<file path="config.mk">
export PLATFORM = sky130hd
export DESIGN_NAME = snake_master_ctrl
export DESIGN_NICKNAME = d
export VERILOG_FILES = /design/src/rtl/snake_master_ctrl_pkg.sv /design/src/rtl/snake_master_ctrl_rise_detect.sv /design/src/rtl/snake_master_ctrl.sv
export SDC_FILE = /design/constraint.sdc
export NUM_CORES = 1
export LEC_CHECK = 0
export ABC_AREA = 1
export BUFFER_PORTS_ARGS = -buffer_cell sky130_fd_sc_hd__buf_4
export CAP_MARGIN = 15
export CORE_MARGIN = 4
export CORE_UTILIZATION = 52
export CTS_CLUSTER_DIAMETER = 150
export DETAILED_ROUTE_END_ITERATION = 12
export GPL_TIMING_DRIVEN = 0
export PLACE_DENSITY = 0.74
export SYNTH_ARGS = -nofsm -noshare
export SYNTH_HDL_FRONTEND = slang
export SYNTH_SLANG_ARGS = --single-unit
</file>
<file path="constraint.sdc">
create_clock -name CLK -period 1.4 [get_ports CLK]
set_input_delay 0.14 -clock CLK [delete_from_list [all_inputs] [get_ports CLK]]
set_output_delay 0.14 -clock CLK [all_outputs]
set_load 0.02 [all_outputs]
</file>
<file path="src/rtl/snake_master_ctrl_pkg.sv">
// Shared definitions for the snake game master sequencer.
// The state encoding is also used by the VGA colour logic and the snake navigation block.
package snake_master_ctrl_pkg;

    typedef enum logic [1:0] {
        ST_IDLE = 2'd0,
        ST_PLAY = 2'd1,
        ST_WIN  = 2'd2,
        ST_LOSE = 2'd3
    } master_state_e;

    // Older users refer to the LOSE code under this name.
    localparam logic [1:0] ST_LOWE = 2'd3;

    function automatic logic is_end_state(input master_state_e st);
        return (st == ST_WIN) || (st == ST_LOSE);
    endfunction

endpackage

</file>
<file path="src/rtl/snake_master_ctrl_rise_detect.sv">
// Rising-edge detector with a configurable history reset value.
// With RESET_VAL=1, a level held high through reset does not count as a rise.
module rise_detect #(
    parameter logic RESET_VAL = 1'b1
) (
    input  logic CLK,
    input  logic RESET,
    input  logic IN,
    output logic RISE
);

    logic prev_r;

    // History register, updated every cycle in every game state
    always_ff @(posedge CLK) begin
        if (RESET) begin
            prev_r <= RESET_VAL;
        end else begin
            prev_r <= IN;
        end
    end

    assign RISE = IN & ~prev_r;

endmodule

</file>
<file path="src/rtl/snake_master_ctrl.sv">
// Master sequencer: game state machine and one-cycle clear/increment strobes
// for the score counter, with a restart hold-off after WIN/LOSE.
module snake_master_ctrl
    import snake_master_ctrl_pkg::*;
#(
    parameter int unsigned SCORE_WIDTH = 4,
    parameter int unsigned WIN_SCORE   = 10,
    parameter int unsigned HOLD_CYCLES = 100000000,
    parameter int unsigned HOLD_WIDTH  = 27
) (
    input  logic                   CLK,
    input  logic                   RESET,
    input  logic                   BTN_START,
    input  logic                   REACHED_TARGET,
    input  logic                   COLLISION,
    input  logic [SCORE_WIDTH-1:0] SCORE,
    output logic                   SCORE_CLR,
    output logic                   SCORE_INC,
    output logic [1:0]             MASTER_STATE,
    output logic                   GAME_RUN
);

    localparam logic [SCORE_WIDTH-1:0] WIN_VAL  = SCORE_WIDTH'(WIN_SCORE);
    localparam logic [HOLD_WIDTH-1:0]  HOLD_MAX = HOLD_WIDTH'(HOLD_CYCLES);
    localparam logic [HOLD_WIDTH-1:0]  HOLD_ONE = HOLD_WIDTH'(1);

    master_state_e         state_r;
    logic                  clr_r;
    logic                  inc_r;
    logic                  run_r;
    logic [HOLD_WIDTH-1:0] hold_r;
    logic                  btn_rise_s;
    logic                  tgt_rise_s;

    rise_detect #(.RESET_VAL(1'b1)) u_btn_rise (
        .CLK   (CLK),
        .RESET (RESET),
        .IN    (BTN_START),
        .RISE  (btn_rise_s)
    );

    rise_detect #(.RESET_VAL(1'b1)) u_tgt_rise (
        .CLK   (CLK),
        .RESET (RESET),
        .IN    (REACHED_TARGET),
        .RISE  (tgt_rise_s)
    );

    // Game state machine with registered strobes and run flag
    always_ff @(posedge CLK) begin
        if (RESET) begin
            state_r <= ST_IDLE;
            clr_r   <= 1'b0;
            inc_r   <= 1'b0;
            run_r   <= 1'b0;
        end else begin
            clr_r <= 1'b0;
            inc_r <= 1'b0;
            case (state_r)
                ST_IDLE: begin
                    if (btn_rise_s) begin
                        state_r <= ST_PLAY;
                        clr_r   <= 1'b1;
                        run_r   <= 1'b1;
                    end
                end
                ST_PLAY: begin
                    // SCORE is stale while the clear is in flight, so the
                    // win compare and target rises are ignored that cycle.
                    if (COLLISION) begin
                        state_r <= ST_LOSE;
                        run_r   <= 1'b0;
                    end else if (!clr_r && (SCORE >= WIN_VAL)) begin
                        state_r <= ST_WIN;
                        run_r   <= 1'b0;
                    end else if (!clr_r && tgt_rise_s) begin
                        inc_r <= 1'b1;
                    end
                end
                ST_WIN, ST_LOSE: begin
                    if (btn_rise_s && (hold_r == HOLD_MAX)) begin
                        state_r <= ST_IDLE;
                    end
                    run_r <= 1'b0;
                end
                default: begin
                    state_r <= ST_IDLE;
                    run_r   <= 1'b0;
                end
            endcase
        end
    end

    // Restart hold-off: zero outside WIN/LOSE, counts up and saturates inside
    always_ff @(posedge CLK) begin
        if (RESET) begin
            hold_r <= '0;
        end else if (!is_end_state(state_r)) begin
            hold_r <= '0;
        end else if (hold_r != HOLD_MAX) begin
            hold_r <= hold_r + HOLD_ONE;
        end else begin
            hold_r <= hold_r;
        end
    end

    assign SCORE_CLR    = clr_r;
    assign SCORE_INC    = inc_r;
    assign MASTER_STATE = state_r;
    assign GAME_RUN     = run_r;

endmodule

</file>
### Yosys cells after proc, flatten, opt, wreduce, memory -nomap -nowiden

Index checks and enable logic that the tools add are counted.

| storage, ports and cells | value |
|---|---|
| register bits after elaboration | 34 |
| bits in latches | 0 |
| bits in writable memories | 0 |
| memory bits (read-only) | 0 |
| output and inout bits | 5 |
| word-level logic and storage cells | 47 |
| memories | 0 |

| operators by class | value |
|---|---|
| $add $sub $neg | 1 |
| multipliers | 0 |
| div/mod/pow operators | 0 |
| order comparisons | 1 |
| eq/ne operators | 8 |
| shifts and indexed selects | 0 |
| multiplexer cells | 11 |
| bitwise operators | 7 |
| reduce and logical (&&, ||, !) cells | 12 |

Operators by type and width:

| cell | number |
|---|---|
| $add A27 B1 Y27 const B | 1 |
| $eq A27 B27 Y1 const B | 1 |
| $ne A27 B27 Y1 const B | 1 |
| $mux W2 | 4 |
| $pmux W2 S3 | 1 |
| $reduce_or A2 Y1 | 3 |
| $mux W1 | 5 |
| $not A1 Y1 | 5 |
| $eq A2 B2 Y1 const B | 2 |
| $ge A4 B4 Y1 const B | 1 |
| $ne A2 B2 Y1 const B | 2 |
| $reduce_or A4 Y1 | 1 |
| $logic_and A1 B1 Y1 | 3 |
| $ne A3 B3 Y1 const B | 1 |
| $pmux W1 S3 | 1 |
| $reduce_and A3 Y1 | 1 |
| $and A1 B1 Y1 | 2 |
| $eq A2 B1 Y1 const B | 1 |
| $logic_not A2 Y1 | 1 |
| $reduce_and A2 Y1 | 1 |
| $logic_not A1 Y1 | 1 |
| $logic_or A1 B1 Y1 | 1 |

### Depth between registers and ports, before layout

Gate-level depths: netlist (run 1).

| depth | value |
|---|---|
| depth in word-level cells | 5 |
| mapped depth | 11 |
| mapped depth without buffers | 11 |

### Modules after synthesis

Synthesis (run 1) repeated with hierarchy kept, for this count alone.

| unflattened totals | value |
|---|---|
| cells, all modules | 240 |
| area total of the unflattened synthesis | 1,687.9 µm² |

Modules (own cells, without submodules):

| module | instances | cells each | area an instance (µm²) |
|---|---|---|---|
| snake_master_ctrl | 1 | 230 | 1,612.8 |
| rise_detect | 2 | 5 | 37.5 |

### Worst setup path after synthesis (run 1)

OpenSTA, ideal clock, no wires.

| path | value |
|---|---|
| path type | reg2reg |
| start point | register hold_r[0] |
| end point | register hold_r[20] |
| arrival | 1.257 ns |
| data required time | 1.281 ns |
| setup slack | 0.024 ns |
| stages on the path, launching flop included | 9 |
| path buffers | 0 |
| cell sequence | dfxtp_1 > ha_1 > nand2_1 > inv_1 > nand3_1 > nor3_4 > nand2_2 > xor2_1 > nor2_1 |

| between the ends | value |
|---|---|
| longest elaborated chain between the ends | 1 |
| elaborated cells between the ends (all ways) | 2 |

RTL lines:

| item | RTL line | source |
|---|---|---|
| start, declared | snake_master_ctrl.sv:31 | `logic [HOLD_WIDTH-1:0] hold_r;` |
| start signal, assigned | snake_master_ctrl.sv:101 | `hold_r <= hold_r + HOLD_ONE;` |
| start signal, assigned | snake_master_ctrl.sv:103 | `hold_r <= hold_r;` |
| $add A27 B1 Y27 or $ne A27 B27 Y1 (tied branches) | snake_master_ctrl.sv:101, snake_master_ctrl.sv:100 |  |

Parallel ways exist; a longest one is shown, timed or not.
A chain may end at the register's enable or synchronous reset.

### Final worst setup path (run 1)

| path | value |
|---|---|
| start point | register hold_r[1] |
| end point | register hold_r[14] |

The elaborated chain is that of the path after synthesis.

==> results by group, run 1 <==
Finish
  • Ant. Diodes: 0
  • Final non-filler cell total: 321
  • Layout cells sized above 1: 37.2%
  • Nets: 287
  • Final core utilization: 73.7%
  • Area Growth Syn to Fin: 34.8%

Global routing
  • GRT busiest layer: met2
  • Largest net degree at the start of global routing: 11
  • Met1 Usage GRT: 22.3%
  • Initial antenna violation count: 0
  • Global-route wire length before repair: 6220 um
  • Routing usage on met2: 30.9%
  • Total track usage: 19.4%
  • Grt met3 use: 6.41%
  • Gr ovfl total: 0
  • Number of global-route vias before repair: 1476

Worst setup path
  • CP arrival: 1.66 ns
  • Slowest cell on the critical path: dfxtp_4
  • Most used cell along the critical path: nor2_4
  • CP Buf/Inv Count: 2
  • Slowest stage delay, CP: 0.40 ns
  • Crit path max fanout: 3
  • CP required: 1.64 ns
  • CP startpoint kind: register
  • Crit-path cells: ha_4 > nand2_4 > nor2_4 > inv_2 > nor2_4 > buf_6 > nand3_2 > o21ai_1 > a21oi_1
  • CP Capture Type: register
  • Crit path kind: reg2reg
  • CP top delay family: flip-flops

Routing
  • Final routed DRC violation total: 0
  • Via/cell ratio: 5.01
  • TritonRoute pass-1 iters: 4
  • Via Count: 1609
  • Initial DRC Count: 69
  • Final WL: 3930 um
  • Routed wire length per instance: 12.3 um
  • Post-route ant nets: 0

Flow run
  • Max Cap Viol: 0

STA
  • Endpoints failing setup: 1
  • Pins Over Slew Limit: 0
  • Slew @ Worst Pin: 0.293 ns
  • Tmin final: 1.42 ns
  • Worst Setup Slack, final: -0.0195 ns
  • RSZ-0062 raised after global routing: yes
  • Hold Vio Cnt, Final: 0
  • Slew HR: 80.3%
  • Total negative slack: -0.0195 ns
  • Period utilisation layout: 101%
  • F_max: 0.704 GHz
  • Final Skew: 0.00861 ns

Place
  • Placed Instances: 296
  • Port buffer count: 12
  • Dpl hpwl: 2450 um
  • GPL Wtd Cong: 0.791
  • Pre-CTS setup slack: -0.155 ns

Power and ir drop
  • P_leak: 0.000919 uW
  • Worst ir drop on vdd: 0.000835 V
  • PD cells: 925 nW/um^2

Logic synthesis
  • Yosys top cell by area: dfxtp_1
  • Post-Synthesis Cell Area: 1680 um^2
  • Cells after synthesis: 240
  • #FFs+latches synth: 34
  • Synthesized area per cell: 7.01 um^2
  • Synthesis Warnings: 0
  • Synth area leaders: dfxtp_1 40%, nand2_1 9.4%, inv_1 8.5%
  • Share of the synthesized area in the top cell type: 40.5%
  • Yosys cell types: 29
  • Post-synthesis sequential area ratio: 40.5%
  • Syn Nets: 251

Floorplan
  • Starting Density: 54.6%
  • I/O pin total: 14
  • Cell Rows: 20
  • DIE HEIGHT: 64.9 um
  • Core ar.: 3080 um^2
  • Die X: 64.9 um
  • Die area: 4210 um^2

Clock tree
  • CTS buffer count: 5
  • Clk root buf: clkbuf_4
  • CTS clock-pin slew for the worst setup and hold paths: 0.10 ns
  • CTS Buffer Depth: 2
  • Clock Latency Late Sink: 0.35 ns
  • H-Tree Depth: 2
  • Sink Count: 34
  • CTS tree: built

Worst hold path
  • HP Class: in2reg

Outcome
  • Status: finished with violations
  • Failing checks: negative setup slack
==> per-layer routing <==
metal | vias to the layer above | wire, um
met1 | 715 | 1700
met3 | 18 | 170
met2 | 33 | 1860
met4 | 0 | 196
met5 | - | 0
li1 | 843 | -
==> layout by cell type, fill, tap and decap left out, types with 3 or more instances in the layout <==
cell type	instances
nand4_1	3
nand2_2	6
dfxtp_2	7
clkbuf_4	6
buf_4	24
inv_2	7
a21oi_1	15
a21oi_2	3
dfxtp_4	5
dfxtp_1	22
nor3_1	4
nand3_4	3
inv_4	4
nor2_1	25
o21ai_1	5
nor2_2	6
inv_1	33
nand2_1	37
o21ai_2	5
dlygate4sd3_1	3
nand2_4	3
nor3_2	5
o21ai_0	6
nand3_1	10
nor2_4	5
==> cell type report <==
type                            instances  area, um^2
Timing Repair Buffer                   29         233
Multi-Input combinational cell        160        1020
Fill cell                             243         811
Sequential cell                        34         708
Inverter                               45         180
Clock inverter                          1        5.00
Tap cell                               44        55.1
Buffer                                  1        7.51
Clock buffer                            7        55.1
==> synthesized netlist by cell type <==
library cell,number
a211oi_1,1
xor2_1,2
a21oi_1,18
nor4_1,3
nand3_2,1
inv_1,38
clkinv_1,1
nor3_4,2
nor3_2,1
o21ai_0,13
nand4_2,1
buf_2,1
o21ai_1,3
o211a_1,1
nand3b_1,1
nand2_2,4
nor2_1,30
nand4_1,3
a31oi_1,2
nor3_1,8
xnor2_1,1
nand3_1,14
inv_2,6
nor3b_2,1
ha_1,2
nor2_2,4
dfxtp_1,34
nor2_4,2
nand2_1,42
==> timing repair <==
item                                    CTS  global route
gates resized for setup                  22            57
hold endpoints to repair                  4             0
pin swaps                                12            19
setup buffers                             5             9
hold buffers                              3             0
endpoints found under the setup margin   16            23
==> worst paths after layout <==
check                                        from          to  slack (ns)  depth (start not counted)
worst max-delay path                    hold_r[1]  hold_r[14]       -0.02                          9
worst min-delay path                    COLLISION   SCORE_INC        0.10                          4
worst max register to register          hold_r[1]  hold_r[14]       -0.02                          9
worst min register to register  u_tgt_rise.prev_r   SCORE_INC        0.40                          1
==> power breakdown <==
part	leakage (uW)	internal, uW	switching, uW
logic	0.000601	192	279
clock network	0.0000353	243	330
registers	0.000283	1010	46.8
==> stage by stage <==
stage               area [um^2]  hold slack (ns)  power [uW]
CTS                        2020           0.0860        2070
global route               2270            0.108        2230
floorplan                  1680            0.209        1340
global placement           1830            0.334        1460
detailed placement         1830            0.344        1460
finish                     2270            0.102        2100
==> worst min-delay path: stages <==
cell and delay [ns]:
buf_4 0.08, nor2_1 0.04, nand3_1 0.09, nor4_1 0.06
==> kinds of logic after synthesis <==
family	after synthesis	share of synthesized area [%]
simple gates	117	34.2
buf+inv	46	10.3
compound gates	38	11.9
flops	34	40.5
xor+xnor	3	1.56
fa+ha+maj	2	1.49
==> sequential cells by signal (all words and copies together), names as in the netlist <==
register	flops
u_btn_rise.prev_r	1
MASTER_STATE	2
hold_r	27
SCORE_INC	1
SCORE_CLR	1
u_tgt_rise.prev_r	1
GAME_RUN	1
Note: power is estimated with default switching activity, not from simulation.
==> inputs of run 2 (changes only) <==
SETUP_SLACK_MARGIN = 0.05   (was unset)
==> results by group, run 2 (synthesis gave the netlist of run 1 again) <==
Outcome
  • Status: finished with violations
  • Failing checks: negative setup slack

STA
  • Slew @ Worst Pin: 0.313 ns (+0.0199 ns)
  • RSZ-0062 raised after global routing: yes
  • Period utilisation layout: 103% (+2.0 points)
  • Total negative slack: -0.0620 ns (-0.0425 ns)
  • Tmin final: 1.45 ns (+0.0278 ns)
  • Worst Setup Slack, final: -0.0473 ns (-0.0278 ns)
  • Final Skew: 0.0134 ns (+0.00484 ns)
  • F_max: 0.691 GHz (-1.9%)
  • Hold Vio Cnt, Final: 0 (unchanged)
  • Pins Over Slew Limit: 0 (unchanged)
  • Endpoints failing setup: 2 (+1)
  • Slew HR: 79.1% (-1.3 points)

Floorplan
  • DIE HEIGHT: 64.9 um (unchanged)
  • I/O pin total: 14 (unchanged)
  • Starting Density: 54.6% (unchanged)
  • Die area: 4210 um^2 (unchanged)
  • Core ar.: 3080 um^2 (unchanged)
  • Die X: 64.9 um (unchanged)
  • Cell Rows: 20 (unchanged)

Finish
  • Reg with most FFs: hold_r
  • Final core utilization: 74.1% (+0.41 points)
  • Reg area: 712 um^2 (+0.53%)
  • Commonest non-fill, non-tap cells in the layout: 35 x nand2_1, 34 x inv_1, 31 x buf_4
  • Max reg flops: 27 (unchanged)
  • Area Growth Syn to Fin: 35.6%
  • Final non-filler cell total: 327 (+1.9%)
  • Layout cells sized above 1: 37.5% (+0.27 points)
  • Multi-input combinational cell area: 998 um^2 (-2.4%)
  • Most common cell after layout, fill and taps aside: nand2_1
  • Fillers: 240 (-1.2%)
  • Nets: 294 (+2.4%)
  • Ant. Diodes: 0 (unchanged)

Place
  • Port buffer count: 12 (unchanged)
  • Dpl hpwl: 2430 um (-0.70%)
  • Placed Instances: 296 (unchanged)
  • GPL Wtd Cong: 0.815 (+3.0%)

Global routing
  • Gr ovfl total: 0 (unchanged)
  • Largest net degree at the start of global routing: 11 (unchanged)
  • Initial antenna violation count: 0 (unchanged)
  • Total track usage: 20.3% (+0.98 points)
  • Number of global-route vias before repair: 1496 (+1.4%)
  • Global-route wire length before repair: 6610 um (+6.2%)

Power and ir drop
  • Total power: 2050 uW (-2.0%)
  • P_leak: 0.000969 uW (+5.4%)
  • Worst ir drop on vdd: 0.000728 V (-13%)
  • PD cells: 901 nW/um^2 (-2.6%)

Routing
  • Post-route ant nets: 0 (unchanged)
  • Final WL: 4160 um (+5.8%)
  • TritonRoute pass-1 iters: 4 (unchanged)
  • Routed wire length per instance: 12.7 um (+3.9%)
  • Via Count: 1693 (+5.2%)
  • Via/cell ratio: 5.18 (+3.3%)
  • Final routed DRC violation total: 0 (unchanged)
  • Initial DRC Count: 106 (+54%)

Worst hold path
  • Worst Hold End: SCORE_INC
  • Hold Crit Depth: 4 (unchanged)
  • HP Class: in2reg
  • Hold path start: COLLISION

Worst setup path
  • Worst reg2reg path startpoint: hold_r[0]
  • Worst R2R Path Depth: 8 (-1)
  • Crit path kind: reg2reg
  • Crit path max fanout: 4 (+1)
  • CP Capture Type: register
  • Reg2reg end: hold_r[22]
  • CP startpoint kind: register
  • CP arrival: 1.69 ns (+0.03 ns)
  • Reg2reg setup slack: -0.05 ns (-0.03 ns)
  • CP required: 1.64 ns (about the same)

Clock tree
  • CTS Buffer Depth: 2 (unchanged)
  • CTS tree: built
  • Clk root buf: clkbuf_4
  • H-Tree Depth: 2 (unchanged)
  • Clock Latency Late Sink: 0.35 ns (about the same)
  • CTS buffer count: 5 (unchanged)
  • Sink Count: 34 (unchanged)
  • CTS clock-pin slew for the worst setup and hold paths: 0.10 ns (about the same)

Flow run
  • Max Cap Viol: 0 (unchanged)
## run 2: changes by cell type in the layout (fill, tap and decap cells not counted), sizes merged
| cell | before | now |
|---|---|---|
| clkinv | 2 | 0 |
| buf | 26 | 33 |
| inv | 44 | 45 |
## run 2: worst max path at each step
| stage | to | depth (start not counted) | start |
|---|---|---|---|
| 6_report | hold_r[22] | 8 | hold_r[0] |
| 4_1_cts | hold_r[20] | 8 | hold_r[0] |
| 3_5_place_dp | hold_r[1] | 4 | MASTER_STATE[1] |
| 2_1_floorplan | hold_r[1] | 4 | MASTER_STATE[1] |
| 3_3_place_gp | hold_r[1] | 4 | MASTER_STATE[1] |
| 5_1_grt | hold_r[20] | 7 | hold_r[12] |
## run 2: metal layers
metal  up-vias  global-route usage (%)  wire [um]
met5         -                       0          0
met4         0                    7.92        129
met3        12                    5.72        150
met2        33                    33.7       2110
met1       790                    24.8       1770
li1        858                       -          -
## run 2: final cells by class
cell class,instances,share of cell area [%]
multi-input cells,160,43.8
flip-flops and latches,34,31.2
repair buffers,36,12.5
inverters,45,7.74
well taps,44,2.41
clock buffers,7,1.98
plain buffers,1,0.329
## run 2: timing repair
action	in CTS	in global routing
hold buffers	2	1
resized for setup	32	37
pin swaps	19	20
endpoints found under the setup margin	21	24
hold endpoints to repair	2	1
setup buffers	12	9
## run 2: stage by stage
step	instance area (um^2)	setup WS, ns	hold slack (ns)
2_1_floorplan	1700	0.0555	0.209
3_3_place_gp	1850	-0.207	0.333
3_5_place_dp	1850	-0.196	0.344
4_1_cts	2090	0.00457	0.000125
5_1_grt	2280	-0.163	0.112
6_report	2280	-0.0473	0.108
## run 2: critical path, cell delays in order (launching register included)
cell and delay [ns]:
dfxtp_4 0.40, ha_4 0.16, nand2_4 0.06, nor2_4 0.09
inv_2 0.06, nor2_4 0.18, nand4_4 0.12, nor3_1 0.21
nor3_2 0.07
## run 2: where the power goes
group          switching, uW  total [uW]  internal, uW
combinational            291         492           202
clock                    321         510           189
sequential              46.1        1050          1010
